--- config.mk ---
export PLATFORM = sky130hd
export DESIGN_NAME = snake_ctrl
export DESIGN_NICKNAME = d
export VERILOG_FILES = /design/src/rtl/snake_ctrl.sv
export SDC_FILE = /design/constraint.sdc
export NUM_CORES = 1
export LEC_CHECK = 0
export ABC_AREA = 0
export CORE_ASPECT_RATIO = 1.75
export CORE_MARGIN = 4
export CORE_UTILIZATION = 30
export DETAILED_ROUTE_END_ITERATION = 16
export DONT_BUFFER_PORTS = 1
export PLACE_DENSITY = 0.41
export SLEW_MARGIN = 20
export SYNTH_ARGS = -nofsm -noshare
export SYNTH_HDL_FRONTEND = slang
export SYNTH_SLANG_ARGS = --single-unit
--- constraint.sdc ---
create_clock -name game_clk -period 7.7 [get_ports game_clk]
set_clock_uncertainty 0.15 [all_clocks]
set_input_delay 1.54 -clock game_clk [delete_from_list [all_inputs] [get_ports game_clk]]
set_output_delay 1.54 -clock game_clk [all_outputs]
set_load 0.02 [all_outputs]
--- src/rtl/snake_ctrl.sv ---
// Game sequencer for the snake datapath: move tick, IR direction arbitration,
// wall check before each move and serial self-collision scan after it.
module snake_ctrl #(
    parameter int unsigned TICK_DIV = 25_000_000,
    parameter logic [31:0] UP       = 32'h20DF6A95,
    parameter logic [31:0] DOWN     = 32'h20DFEA15,
    parameter logic [31:0] LEFT     = 32'h20DF1AE5,
    parameter logic [31:0] RIGHT    = 32'h20DF9A65
) (
    input  logic        game_clk,
    input  logic        reset,
    input  logic [31:0] ir_code,
    input  logic        ir_valid,
    input  logic [7:0]  head_pos,
    input  logic [7:0]  length,
    input  logic [7:0]  body_pos,
    output logic [7:0]  body_idx,
    output logic        step,
    output logic [1:0]  dir,
    output logic        snake_reset,
    output logic [2:0]  state,
    output logic        game_over,
    output logic [7:0]  score
);

    typedef enum logic [2:0] {
        S_IDLE  = 3'd0,
        S_PLAY  = 3'd1,
        S_STEP  = 3'd2,
        S_CHECK = 3'd3,
        S_OVER  = 3'd4
    } state_t;

    localparam logic [31:0] TICK_LAST = 32'(TICK_DIV - 1);

    // Returns {is_direction, direction} for a raw IR code.
    function automatic logic [2:0] decode_ir(input logic [31:0] code);
        logic [2:0] res;
        case (code)
            UP:      res = 3'b100;
            DOWN:    res = 3'b101;
            LEFT:    res = 3'b110;
            RIGHT:   res = 3'b111;
            default: res = 3'b000;
        endcase
        return res;
    endfunction

    function automatic logic wall_hit(input logic [1:0] d, input logic [7:0] pos);
        logic hit;
        case (d)
            2'b00:   hit = (pos < 8'd16);
            2'b01:   hit = (pos >= 8'd240);
            2'b10:   hit = (pos[3:0] == 4'd0);
            2'b11:   hit = (pos[3:0] == 4'd15);
            default: hit = 1'b0;
        endcase
        return hit;
    endfunction

    state_t      r_state, w_state_nx;
    logic [1:0]  r_dir, w_dir_nx;
    logic [1:0]  r_pending, w_pending_nx;
    logic        r_step, w_step_nx;
    logic        r_snake_reset, w_snake_reset_nx;
    logic [7:0]  r_body_idx, w_body_idx_nx;
    logic        r_game_over;
    logic [7:0]  r_score, w_score_nx;
    logic [31:0] r_tick_cnt, w_tick_cnt_nx;

    logic [2:0]  w_ir_dec;
    logic        w_ir_dir;
    logic        w_ir_accept;
    logic        w_tick;
    logic [31:0] w_cnt_run;

    // Decode, reversal filter, and free-running tick counter value.
    always_comb begin
        w_ir_dec    = decode_ir(ir_code);
        w_ir_dir    = ir_valid & w_ir_dec[2];
        // Opposite direction differs only in the low bit (up/down, left/right).
        w_ir_accept = w_ir_dir & (w_ir_dec[1:0] != (r_dir ^ 2'b01));
        w_tick      = (r_state == S_PLAY) && (r_tick_cnt == TICK_LAST);
        w_cnt_run   = (r_tick_cnt == TICK_LAST) ? 32'd0 : (r_tick_cnt + 32'd1);
    end

    // Next-state and next-output logic.
    always_comb begin
        w_state_nx       = r_state;
        w_dir_nx         = r_dir;
        w_pending_nx     = r_pending;
        w_step_nx        = 1'b0;
        w_snake_reset_nx = 1'b0;
        w_body_idx_nx    = r_body_idx;
        w_score_nx       = r_score;
        w_tick_cnt_nx    = r_tick_cnt;
        case (r_state)
            S_IDLE: begin
                w_tick_cnt_nx = 32'd0;
                if (w_ir_dir) begin
                    w_dir_nx     = w_ir_dec[1:0];
                    w_pending_nx = w_ir_dec[1:0];
                    w_state_nx   = S_PLAY;
                end else begin
                    w_state_nx   = S_IDLE;
                end
            end
            S_PLAY: begin
                w_tick_cnt_nx = w_cnt_run;
                if (w_ir_accept) begin
                    w_pending_nx = w_ir_dec[1:0];
                end else begin
                    w_pending_nx = r_pending;
                end
                if (w_tick) begin
                    if (wall_hit(r_pending, head_pos)) begin
                        w_state_nx = S_OVER;
                    end else begin
                        w_dir_nx   = r_pending;
                        w_step_nx  = 1'b1;
                        w_state_nx = S_STEP;
                    end
                end else begin
                    w_state_nx = S_PLAY;
                end
            end
            S_STEP: begin
                w_tick_cnt_nx = w_cnt_run;
                if (w_ir_accept) begin
                    w_pending_nx = w_ir_dec[1:0];
                end else begin
                    w_pending_nx = r_pending;
                end
                w_body_idx_nx = 8'd1;
                w_state_nx    = S_CHECK;
            end
            S_CHECK: begin
                w_tick_cnt_nx = w_cnt_run;
                if (w_ir_accept) begin
                    w_pending_nx = w_ir_dec[1:0];
                end else begin
                    w_pending_nx = r_pending;
                end
                if (r_body_idx >= length) begin
                    w_score_nx = length - 8'd1;
                    w_state_nx = S_PLAY;
                end else if (body_pos == head_pos) begin
                    w_state_nx = S_OVER;
                end else begin
                    w_body_idx_nx = r_body_idx + 8'd1;
                end
            end
            S_OVER: begin
                w_tick_cnt_nx = 32'd0;
                if (w_ir_dir) begin
                    w_snake_reset_nx = 1'b1;
                    w_score_nx       = 8'd0;
                    w_dir_nx         = 2'b11;
                    w_pending_nx     = 2'b11;
                    w_state_nx       = S_IDLE;
                end else begin
                    w_state_nx       = S_OVER;
                end
            end
            default: begin
                w_state_nx = S_IDLE;
            end
        endcase
    end

    // State and output registers.
    always_ff @(posedge game_clk) begin
        if (reset) begin
            r_state       <= S_IDLE;
            r_dir         <= 2'b11;
            r_pending     <= 2'b11;
            r_step        <= 1'b0;
            r_snake_reset <= 1'b0;
            r_body_idx    <= 8'd0;
            r_game_over   <= 1'b0;
            r_score       <= 8'd0;
            r_tick_cnt    <= 32'd0;
        end else begin
            r_state       <= w_state_nx;
            r_dir         <= w_dir_nx;
            r_pending     <= w_pending_nx;
            r_step        <= w_step_nx;
            r_snake_reset <= w_snake_reset_nx;
            r_body_idx    <= w_body_idx_nx;
            r_game_over   <= (w_state_nx == S_OVER);
            r_score       <= w_score_nx;
            r_tick_cnt    <= w_tick_cnt_nx;
        end
    end

    assign state       = r_state;
    assign dir         = r_dir;
    assign step        = r_step;
    assign snake_reset = r_snake_reset;
    assign body_idx    = r_body_idx;
    assign game_over   = r_game_over;
    assign score       = r_score;

endmodule
=== Word level (Yosys, flattened, before mapping) ===
Cells that the tools add are included.

* Add/subtract/negate cells: 3
* Order comparisons: 3
* Equality and inequality tests: 24
* Muxes and demuxes: 28
* Bitwise gates (word level): 6
* Reduce and logical (&&, ||, !) cells: 17

{| class="wikitable"
|+ Operator list
! kind !! count
|-
| 32-bit by 30-bit equality test with 1-bit output, second input constant || 4
|-
| 32-bit one-hot mux with 2 select lines || 1
|-
| 32-bit by 1-bit adder with 32-bit output, second input constant || 1
|-
| 32-bit by 25-bit equality test with 1-bit output, second input constant || 1
|-
| 32-bit two-way mux || 1
|-
| 8-bit two-way mux || 4
|-
| 8-bit one-hot mux with 2 select lines || 2
|-
| 3-bit two-way mux || 5
|-
| 3-bit one-hot mux with 5 select lines || 1
|-
| 2-bit inequality test, second input constant || 7
|-
| 2-bit one-hot mux with 3 select lines || 2
|-
| 3-bit one-hot mux with 4 select lines || 1
|-
| 2-bit two-way mux || 5
|-
| 8-bit by 1-bit adder with 8-bit output, second input constant || 1
|-
| 8-bit equality test || 1
|-
| 8-bit greater-or-equal comparator || 1
|-
| 8-bit greater-or-equal comparator, second input constant || 1
|-
| 8-bit by 5-bit < comparator with 1-bit output, second input constant || 1
|-
| 8-bit by 1-bit subtractor with 8-bit output, second input constant || 1
|-
| 3-bit by 2-bit equality test with 1-bit output, second input constant || 2
|-
| 3-bit equality test, second input constant || 2
|-
| 3-bit AND reduction || 2
|-
| 2-bit nonzero test || 3
|-
| 3-bit nonzero test || 2
|-
| 18 further kinds || 29
|}

* Bits in registers: 58
* Input bits: 59
* Word-level logic and storage cells: 90

=== Longest topological paths before layout ===
Gate-level depths: netlist of run 1.

* Depth in word-level cells: 8
* Mapped depth: 9
* Gate-level depth less buffers: 8

=== Least setup slack after synthesis of run 1 ===
OpenSTA, ideal clock, no wires.

* Path type: input -> register
* Start: input length[0]
* End: register r_body_idx[2], in the netlist body_idx[2]
* Setup time: 0.116 ns
* Arrival time: 3.262 ns
* Data required time: 7.434 ns
* Path slack: 4.172 ns
* Stages on the path: 7
* Path buffers: 0
* Path through: ha_1 nand2b_1 a2111oi_4 o21ai_1 a211oi_2 a21oi_1 a31o_2

* Cells in the longest elaborated chain, start to end: 3

{| class="wikitable"
|+ Ends and longest elaborated chain
! item !! RTL line !! source
|-
| from (decl) || 15 || <nowiki>input logic [7:0] length,</nowiki>
|-
| 8-bit greater-or-equal comparator || 144 || <nowiki>if (r_body_idx >= length) begin</nowiki>
|-
| 2-bit inequality test (no source line) || -- ||
|-
| 3-bit AND reduction (no source line) || -- ||
|-
| to (signal assigned) || 189 || <nowiki>r_body_idx <= w_body_idx_nx;</nowiki>
|-
| to (decl) || 66 || <nowiki>logic [7:0] r_body_idx, w_body_idx_nx;</nowiki>
|}

Every way passes these cells.
A chain may end at the register's enable or synchronous reset.

=== Worst setup path after layout of run 1 ===
* Start: input ir_code[23]
* End: register r_score[5], in the netlist score[5]

* Cells in the longest elaborated chain, start to end: 5

{| class="wikitable"
|+ Ends and longest elaborated chain
! item !! RTL line !! source
|-
| from (decl) || 12 || <nowiki>input logic [31:0] ir_code,</nowiki>
|-
| 32-bit by 30-bit equality test with 1-bit output || 39 || <nowiki>case (code)</nowiki>
|-
| 3-bit one-hot mux with 4 select lines * || 39 ||
|-
| 1-bit AND * || 80 || <nowiki>w_ir_dir = ir_valid & w_ir_dec[2];</nowiki>
|-
| 2-bit inequality test (no source line) * || -- ||
|-
| 3-bit AND reduction (no source line) * || -- ||
|-
| to (signal assigned) || 191 || <nowiki>r_score <= w_score_nx;</nowiki>
|-
| to (decl) || 68 || <nowiki>logic [7:0] r_score, w_score_nx;</nowiki>
|}

Mark *: on every way between the ends. The rest lies on a longest branch, timed or not.

==> out/results.ini, run 1 <==
[outcome]
status=completed

[floorplan]
dieArea_um2=13700
fp.dieW_um=90.1
start_util_pct=30.5
ioPinCount=83
core_um2=11600
rows=52
die_h_um=152

[logic_synthesis]
synthTopCellsByCount=dfxtp_1 (58), nor2_1 (52), nand2_1 (33), nand3_1 (24), xnor2_1 (20)
ys.warnings.count=0
postSynthCellCount=428
synth_seq_cells=58
synth_area_um2=3540
synth_top_area_share_pct=32.8
avgSynthCellArea_um2=8.26
synth_edf_count=0
synth_ff_type=dfxtp_1
ys_async_sr_fraction_pct=0
synth.most_common_cell=dfxtp_1
synth.area.top_cells=dfxtp_1 (33%), nor2_1 (5.5%), xnor2_1 (5.0%)
ys_types=60
synth-seq-area-share_pct=32.8
syn-num-nets=498
synth_top_area_cell=dfxtp_1

[detailed_routing]
first_pass_iters=4
drt_iter0_markers=97
wl_per_cell_um=17.9
via_count=3141
viasPerCell=5.58
wl_mm=10.1
ant_nets=0
route.detailed.drc=0

[clock_network]
cts_root_buf=clkbuf_16
post_cts_buffers=0
htreeDepth=3
clock_sinks=58
hold_buffers=0
clkTransAtPathRegs_ns=0.05
clk_latency_ns=0.32
cts_tree=built
ctsResizeCount=0
cts_buffers=9
ctsLongestPathBuffers=2

[global_routing]
grt_pass1_vias=3186
grt_pass1_wl_mm=16.8
overflow=0
antenna_found_initial=0
grt_max_degree=46
grt_usage_pct=15.5

[setup_path]
r2r_slack_ns=4.72
crit_family=simple AND/OR/NAND/NOR gates
required_ns=7.76
r2r-start=body_idx[0]$_SDFFE_PP0P_
cp.arrival_ns=3.68
slowest_stage=nor4b_1
path_cells=nand4_1 > or4b_4 > nor4b_1 > a22oi_1 > a32oi_1 > nor2_1
r2r_end=body_idx[2]$_SDFFE_PP0P_
crit_buf_inv=0
cp-end-kind=flop
cpPeakStageDelay_ns=0.76
ff2ff_path_depth=8
startpoint=ir_code[23]
cp_max_fo=8
crit_type=in -> reg
start_kind=input pin

[timing]
tightest_slew_ns=0.864
min_period_over_period_pct=46.9
rsz0062_at_grt=false
max_freq_mhz=277
fin_tns_setup_ns=0
setup_viol=0
fin_crit_ns=3.61
hold_violations=0
drv_slew=0
max_slew_margin_pct=42.4
worst_slack_ns=4.09

[place]
gp_congestion=0.831
placed_area_um2=3650
portBuffers=0
hpwl_mm=8.03
dp_slack_ns=3.66
dp_cells=549

[cells_and_area]
fillers=1241
syn_to_final_growth_pct=11.6
instances_no_fill=563
finish.instance_area_um2=3950
fin_nets=495
antenna_cells=0
drive_gt1_share_pct=7.71

[min_path]
min_path_type=reg -> reg
min_from=r_pending[1]$_SDFFE_PP1P_
holdPathEnd=r_pending[1]$_SDFFE_PP1P_
hold_depth=2

[power]
total_power_uw=718
ir_worst_vdd_mv=0.0966
leakagePower_uw=0.00132
power_density_nw_per_um2=182

[run]
max-cap-violations=0

cell usage in the layout (no fill, tap or decap), drive strengths merged, types with 8 or more instances in the layout:
cell,netlist,final
dfxtp,58,58
nor2,52,52
nand2,33,33
nand3,24,24
xnor2,20,20
nor3,20,20
nand4,19,19
inv,18,18
xor2,16,16
a21oi,13,13
ha,11,11
clkbuf,10,11
o211ai,8,8
mux2i,8,8
o21ai,8,8
area by class of cell:
cell class | count | area, um2 | area share, %
sequential | 58 | 1160 | 29.4
tap | 135 | 169 | 4.28
timing repair buffer | 1 | 7.51 | 0.190
multi-input combinational | 337 | 2250 | 57.0
clock buffer | 11 | 253 | 6.41
inverter | 18 | 67.6 | 1.71
clock inverter | 3 | 40.0 | 1.01
metrics by stage:
step / utilization (%) / hold slack [ns]
floorplan: - / 0.322
global placement: 31.5 / 0.341
detailed placement: 31.5 / 0.353
CTS: 34.1 / 0.364
global route: 34.1 / 0.387
finish: 34.1 / 0.362
flip-flops by register name, summed over array words and instances (netlist names):
signal and cells:
r_pending 2, score 8, state 3, step 1, game_over 1, dir 2
r_tick_cnt 32, snake_reset 1, body_idx 8
power breakdown:
part           switching [uW]  total (uW)  leakage [uW]  internal, uW
registers        0.0000000848         301      0.000467           301
logic                    9.42        21.4      0.000708          11.9
clock network             133         396      0.000147           263
per-layer routing:
layer / vias up / global-route usage (%) / wire [um]
met5: - / 0 / 0
met2: 49 / 31.1 / 5840
met4: 0 / 6.13 / 259
met3: 16 / 3.75 / 342
met1: 1499 / 15.1 / 3640
li1: 1577 / - / -
worst max path at each step:
stage / to / slack, ns / cells after the start
floorplan: body_idx[2]$_SDFFE_PP0P_ / 4.17 / 7
global placement: score[2]$_SDFFE_PP0P_ / 3.71 / 6
detailed placement: score[6]$_SDFFE_PP0P_ / 3.66 / 6
CTS: score[4]$_SDFFE_PP0P_ / 4.00 / 6
global route: score[1]$_SDFFE_PP0P_ / 3.71 / 6
finish: score[5]$_SDFFE_PP0P_ / 4.09 / 6
cell families after synthesis:
kind of cell | share of synthesized area [%]
and+or+nand+nor | 34.1
AOI/OAI and AO/OA | 13.9
DFF | 32.8
xor gates and xnor gates | 8.92
buffers and inverters | 3.72
adders and majority gates | 3.89
muxes | 2.58
worst min-delay path, delay by kind of cell, from the launching register on:
kind	cells	cell delay, ns
flops	1	0.32
mux	1	0.10
simple gates	1	0.05
Note: power is estimated with default switching activity, not from simulation.
==> run 2: changes to the inputs <==
PLACE_DENSITY = 0.42   (was 0.41)
clock period = 3.15 ns   (was 7.7 ns; I/O delays follow)
==> out/results.ini, run 2 (synthesis results as in run 1) <==
[run]
max-cap-violations=0  ; unchanged

[clock_network]
post_cts_buffers=0  ; unchanged
clkTransAtPathRegs_ns=0.05  ; about the same
cts_tree=built
hold_buffers=0  ; unchanged
cts_root_buf=clkbuf_16
clk_latency_ns=0.32  ; about the same
ctsLongestPathBuffers=2  ; unchanged
ctsResizeCount=0  ; unchanged
cts_buffers=9  ; unchanged
htreeDepth=3  ; unchanged
clock_sinks=58  ; unchanged

[setup_path]
cp-end-kind=flop
required_ns=3.25  ; -4.51 ns
path_cells=ha_1 > and4_1 > nand4_1 > nor3_2 > buf_4 > nor3_1 > buf_4 > nand3_1 > a31oi_1
crit_family=simple AND/OR/NAND/NOR gates
cpPeakStageDelay_ns=0.77  ; about the same
start_kind=flop
cp_max_fo=9  ; +1
crit_buf_inv=2  ; +2
slowest_stage=nor3_1
cp.arrival_ns=2.75  ; -0.93 ns
crit_type=reg -> reg
crit_top_cell=buf_4

[timing]
tightest_slew_ns=1.00  ; +0.139 ns
setup_viol=0  ; unchanged
rsz0062_at_grt=false
min_period_over_period_pct=84.0
fin_crit_ns=2.65
fin_tns_setup_ns=0  ; unchanged
drv_slew=0  ; unchanged
max_freq_mhz=378
max_slew_margin_pct=32.6  ; -9.8 points
holdWs_ns=0.241  ; -0.121 ns
hold_violations=0  ; unchanged

[min_path]
min_path_type=in -> reg

[power]
p_sw_share_pct=19.9  ; about the same
power_frac_comb_pct=3.0  ; about the same
leakagePower_uw=0.00137  ; +3.9%
sequentialPowerShare_pct=41.5  ; -0.4 points
p_int_uw=1420  ; +150%
ir_worst_vdd_mv=0.237  ; +140%
power_density_nw_per_um2=440  ; +140%
total_power_uw=1770  ; +150%
p_switching_uw=352  ; +150%
pwr-share-clk_pct=55.6  ; +0.4 points

[place]
dp_cells=559  ; +1.8%
gp_congestion=0.824  ; -0.91%
portBuffers=0  ; unchanged
hpwl_mm=8.28  ; +3.0%

[floorplan]
fp.dieW_um=90.1  ; unchanged
core_um2=11600  ; unchanged
rows=52  ; unchanged
ioPinCount=83  ; unchanged
die_h_um=152  ; unchanged
dieArea_um2=13700  ; unchanged
start_util_pct=30.5  ; unchanged

[cells_and_area]
largest_reg_flops=32  ; unchanged
antenna_cells=0  ; unchanged
fin_util_pct=34.7  ; +0.67 points
top_register=r_tick_cnt
multi_input_area_um2=2240  ; -0.17%
fin_nets=505  ; +2.0%
fillers=1207  ; -2.7%
regArea_um2=1160  ; unchanged
syn_to_final_growth_pct=13.8
drive_gt1_share_pct=9.32  ; +1.6 points
final_cell_mix=dfxtp_1 (58), nor2_1 (52), nand2_1 (33)
final_common_cell=dfxtp_1
instances_no_fill=575  ; +2.1%

[global_routing]
grt_pass1_wl_mm=16.9  ; +0.41%
grt_max_degree=46  ; unchanged
overflow=0  ; unchanged
grt_usage_pct=15.6  ; +0.098 points
grt_pass1_vias=3229  ; +1.3%
antenna_found_initial=0  ; unchanged

[detailed_routing]
drt_iter0_markers=98  ; +1.0%
first_pass_iters=4  ; unchanged
ant_nets=0  ; unchanged
viasPerCell=5.53  ; -0.96%
route.detailed.drc=0  ; unchanged
wl_mm=10.5  ; +3.6%
wl_per_cell_um=18.2  ; +1.4%
via_count=3177  ; +1.1%

[outcome]
status=completed

run 2: cell types whose count changed in the layout (fill, tap and decap cells not counted):
| cell | change |
|---|---|
| buf_4 | +10 |
| clkbuf_1 | +3 |
| clkinv_2 | -1 |
| o21ai_1 | +1 |
| o21ai_2 | -1 |
run 2: power groups by stage:
stage	clock network, uW	logic, uW	registers (uW)
finish	984	52.3	735
global placement	0	51.9	750
floorplan	0	51.9	750
global route	1040	58.7	734
detailed placement	0	52.7	750
CTS	1010	53.1	734
run 2: worst register-to-register path: stages (launching register included):
cell     delay, ns
dfxtp_1       0.35
ha_1          0.23
and4_1        0.22
nand4_1       0.15
nor3_2        0.05
buf_4         0.16
nor3_1        0.77
buf_4         0.26
nand3_1       0.08
a31oi_1       0.17
run 2: per-layer routing:
metal / vias up / routed length, um / track usage, %
met5: - / 0 / 0
met4: 0 / 310 / 7.67
met3: 16 / 386 / 3.90
met2: 63 / 5980 / 31.0
met1: 1501 / 3780 / 14.8
li1: 1597 / - / -
run 2: worst paths after layout:
path	startpoint	endpoint	slack (ns)	cells after the start
max	r_tick_cnt[0]$_SDFFE_PP0P_	r_tick_cnt[25]$_SDFFE_PP0P_	0.50	9
min	reset	r_tick_cnt[1]$_SDFFE_PP0P_	0.24	1
max reg2reg	r_tick_cnt[0]$_SDFFE_PP0P_	r_tick_cnt[25]$_SDFFE_PP0P_	0.50	9
min reg2reg	r_tick_cnt[4]$_SDFFE_PP0P_	r_tick_cnt[4]$_SDFFE_PP0P_	0.37	2
run 2: layout make-up:
class,count,share of cell area [%]
multi-input combinational,337,55.8
sequential,58,28.9
clock buffer,14,6.56
tap,135,4.20
timing repair buffer,11,2.05
inverter,18,1.68
clock inverter,2,0.871
run 2: through the flow:
stage | setup WS [ns] | instance area (um2)
floorplan | 0.532 | 3540
finish | 0.503 | 4020
global placement | 0.250 | 3720
global route | 0.297 | 4020
CTS | 0.472 | 4020
detailed placement | 0.263 | 3720
==> run 3: changes to the inputs <==
clock period = 2.4 ns   (was 3.15 ns; I/O delays follow)
==> out/results.ini, run 3 (synthesis results as in run 1) <==
[clock_network]
cts_tree=built
clock_sinks=58  ; unchanged
cts_root_buf=clkbuf_16
hold_buffers=0  ; unchanged
clk_latency_ns=0.33  ; about the same
cts_buffers=9  ; unchanged
ctsLongestPathBuffers=2  ; unchanged
htreeDepth=3  ; unchanged
clkTransAtPathRegs_ns=0.05  ; about the same

[timing]
setup_viol=0  ; unchanged
hold_violations=0  ; unchanged
max_freq_mhz=438  ; +16%
rsz0062_at_grt=true
min_period_over_period_pct=95.2  ; +11 points
holdWs_ns=0.0746  ; -0.167 ns
tightest_slew_ns=0.658  ; -0.346 ns
drv_slew=0  ; unchanged
fin_crit_ns=2.28  ; -0.362 ns
max_slew_margin_pct=55.8  ; +23 points

[power]
p_int_uw=1790  ; +26%
p_switching_uw=463  ; +31%
total_power_uw=2250  ; +27%
ir_worst_vdd_mv=0.281  ; +19%
power_density_nw_per_um2=520  ; +18%
pwr-share-clk_pct=53.7  ; -1.9 points
power_frac_comb_pct=3.4  ; +0.4 points
leakagePower_uw=0.00158  ; +15%
sequentialPowerShare_pct=42.8  ; +1.3 points
p_sw_share_pct=20.6  ; +0.65 points

[place]
hpwl_mm=8.58  ; +3.7%
portBuffers=0  ; unchanged
gp_congestion=0.844  ; +2.4%
placed_area_um2=4020  ; +7.9%
dp_cells=596  ; +6.6%

[detailed_routing]
wl_mm=10.7  ; +2.7%
route.detailed.drc=0  ; unchanged
wl_per_cell_um=17.5  ; -3.7%
drt_iter0_markers=99  ; +1.0%
ant_nets=0  ; unchanged
first_pass_iters=4  ; unchanged
viasPerCell=5.44  ; -1.6%
via_count=3332  ; +4.9%

[floorplan]
dieArea_um2=13700  ; unchanged
rows=52  ; unchanged
die_h_um=152  ; unchanged
fp.dieW_um=90.1  ; unchanged
core_um2=11600  ; unchanged
ioPinCount=83  ; unchanged
start_util_pct=30.5  ; unchanged

[setup_path]
crit_type=reg -> reg
cp-end-kind=flop
ff2ff_path_depth=8  ; -1
required_ns=2.51  ; -0.74 ns
start_kind=flop
cp.arrival_ns=2.40  ; -0.35 ns
cp_max_fo=6  ; -3
r2r_end=body_idx[7]$_SDFFE_PP0P_
r2r_slack_ns=0.12  ; -0.39 ns
r2r-start=body_idx[0]$_SDFFE_PP0P_

[cells_and_area]
drive_gt1_share_pct=17.8  ; +8.5 points
fin_nets=543  ; +7.5%
largest_reg_flops=32  ; unchanged
finish.instance_area_um2=4330  ; +7.5%
final_cell_mix=dfxtp_1 (57), nor2_1 (52), buf_4 (48)
antenna_cells=0  ; unchanged
fillers=1229  ; +1.8%
instances_no_fill=613  ; +6.6%
top_register=r_tick_cnt
fin_util_pct=37.3  ; +2.6 points
final_common_cell=dfxtp_1
syn_to_final_growth_pct=22.3

[outcome]
status=completed

[global_routing]
grt_pass1_vias=3537  ; +9.5%
grt_usage_pct=16.0  ; +0.35 points
grt_pass1_wl_mm=17.3  ; +2.0%
grt_max_degree=46  ; unchanged
overflow=0  ; unchanged
antenna_found_initial=0  ; unchanged

[min_path]
holdPathEnd=r_tick_cnt[25]$_SDFFE_PP0P_
min_path_type=in -> reg
min_from=reset
hold_depth=1  ; unchanged

[run]
max-cap-violations=0  ; unchanged

## run 3: cell count changes in the layout (fill, tap and decap cells not counted), sizes merged
| cell | before | now |
|---|---|---|
| bufinv | 1 | 0 |
| clkinv | 1 | 2 |
| buf | 11 | 49 |
## run 3: through the flow
| step | TNS (ns) | setup slack, ns |
|---|---|---|
| after detailed placement | -1.26 | -0.161 |
| after floorplan | 0 | 0.0136 |
| after global routing | -0.0326 | -0.0205 |
| final | 0 | 0.115 |
| after CTS | 0 | 0.0116 |
| after global placement | -0.763 | -0.0968 |
## run 3: layer usage
metal  share of wire (%)  wire length [um]  global-route usage [%]  vias up
met5                   0                 0                       0        -
met4                 4.1               438                    9.51        0
met3                 2.5               270                    3.01       28
met2                  57              6160                    32.6       50
met1                  36              3860                    14.4     1585
li1                    -                 -                       -     1669
## run 3: critical path, stage by stage (launching register included)
cell and delay (ns):
dfxtp_2 0.35, inv_1 0.05, ha_1 0.26, nand2b_4 0.15
a2111oi_4 0.32, o21ai_2 0.12, and2_4 0.17, or4_1 0.50
a21oi_1 0.14
## run 3: layout make-up
class                   count  area, um2  share of cell area [%]
clock buffers              14        274                    6.33
clock inverters             2       10.0                   0.231
inverters                  18       67.6                    1.56
multi-input cells         337       2260                    52.3
flip-flops and latches     58       1160                    26.9
well taps                 135        169                    3.91
repair buffers             49        380                    8.79
## run 3: what timing repair did
action	4_1_cts	5_1_grt
resized for setup	3	0
pin swaps	3	4
setup buffers	1	0
endpoints found under the setup margin	6	15
## run 3: worst max-delay path by stage
stage	startpoint	to	cells after the start
global placement	length[2]	score[0]$_SDFFE_PP0P_	9
finish	body_idx[0]$_SDFFE_PP0P_	body_idx[7]$_SDFFE_PP0P_	8
floorplan	length[6]	body_idx[7]$_SDFFE_PP0P_	8
global route	r_tick_cnt[10]$_SDFFE_PP0P_	dir[1]$_SDFFE_PP1P_	6
CTS	body_idx[0]$_SDFFE_PP0P_	body_idx[5]$_SDFFE_PP0P_	8
detailed placement	length[2]	score[1]$_SDFFE_PP0P_	9
## run 3: power groups by stage
| stage | logic, uW | registers (uW) | clock network, uW |
|---|---|---|---|
| finish | 77.4 | 964 | 1210 |
| global route | 87.8 | 963 | 1290 |
| CTS | 78.4 | 964 | 1250 |
| detailed placement | 74.7 | 984 | 0 |
| global placement | 73.5 | 984 | 0 |
| floorplan | 68.6 | 984 | 0 |
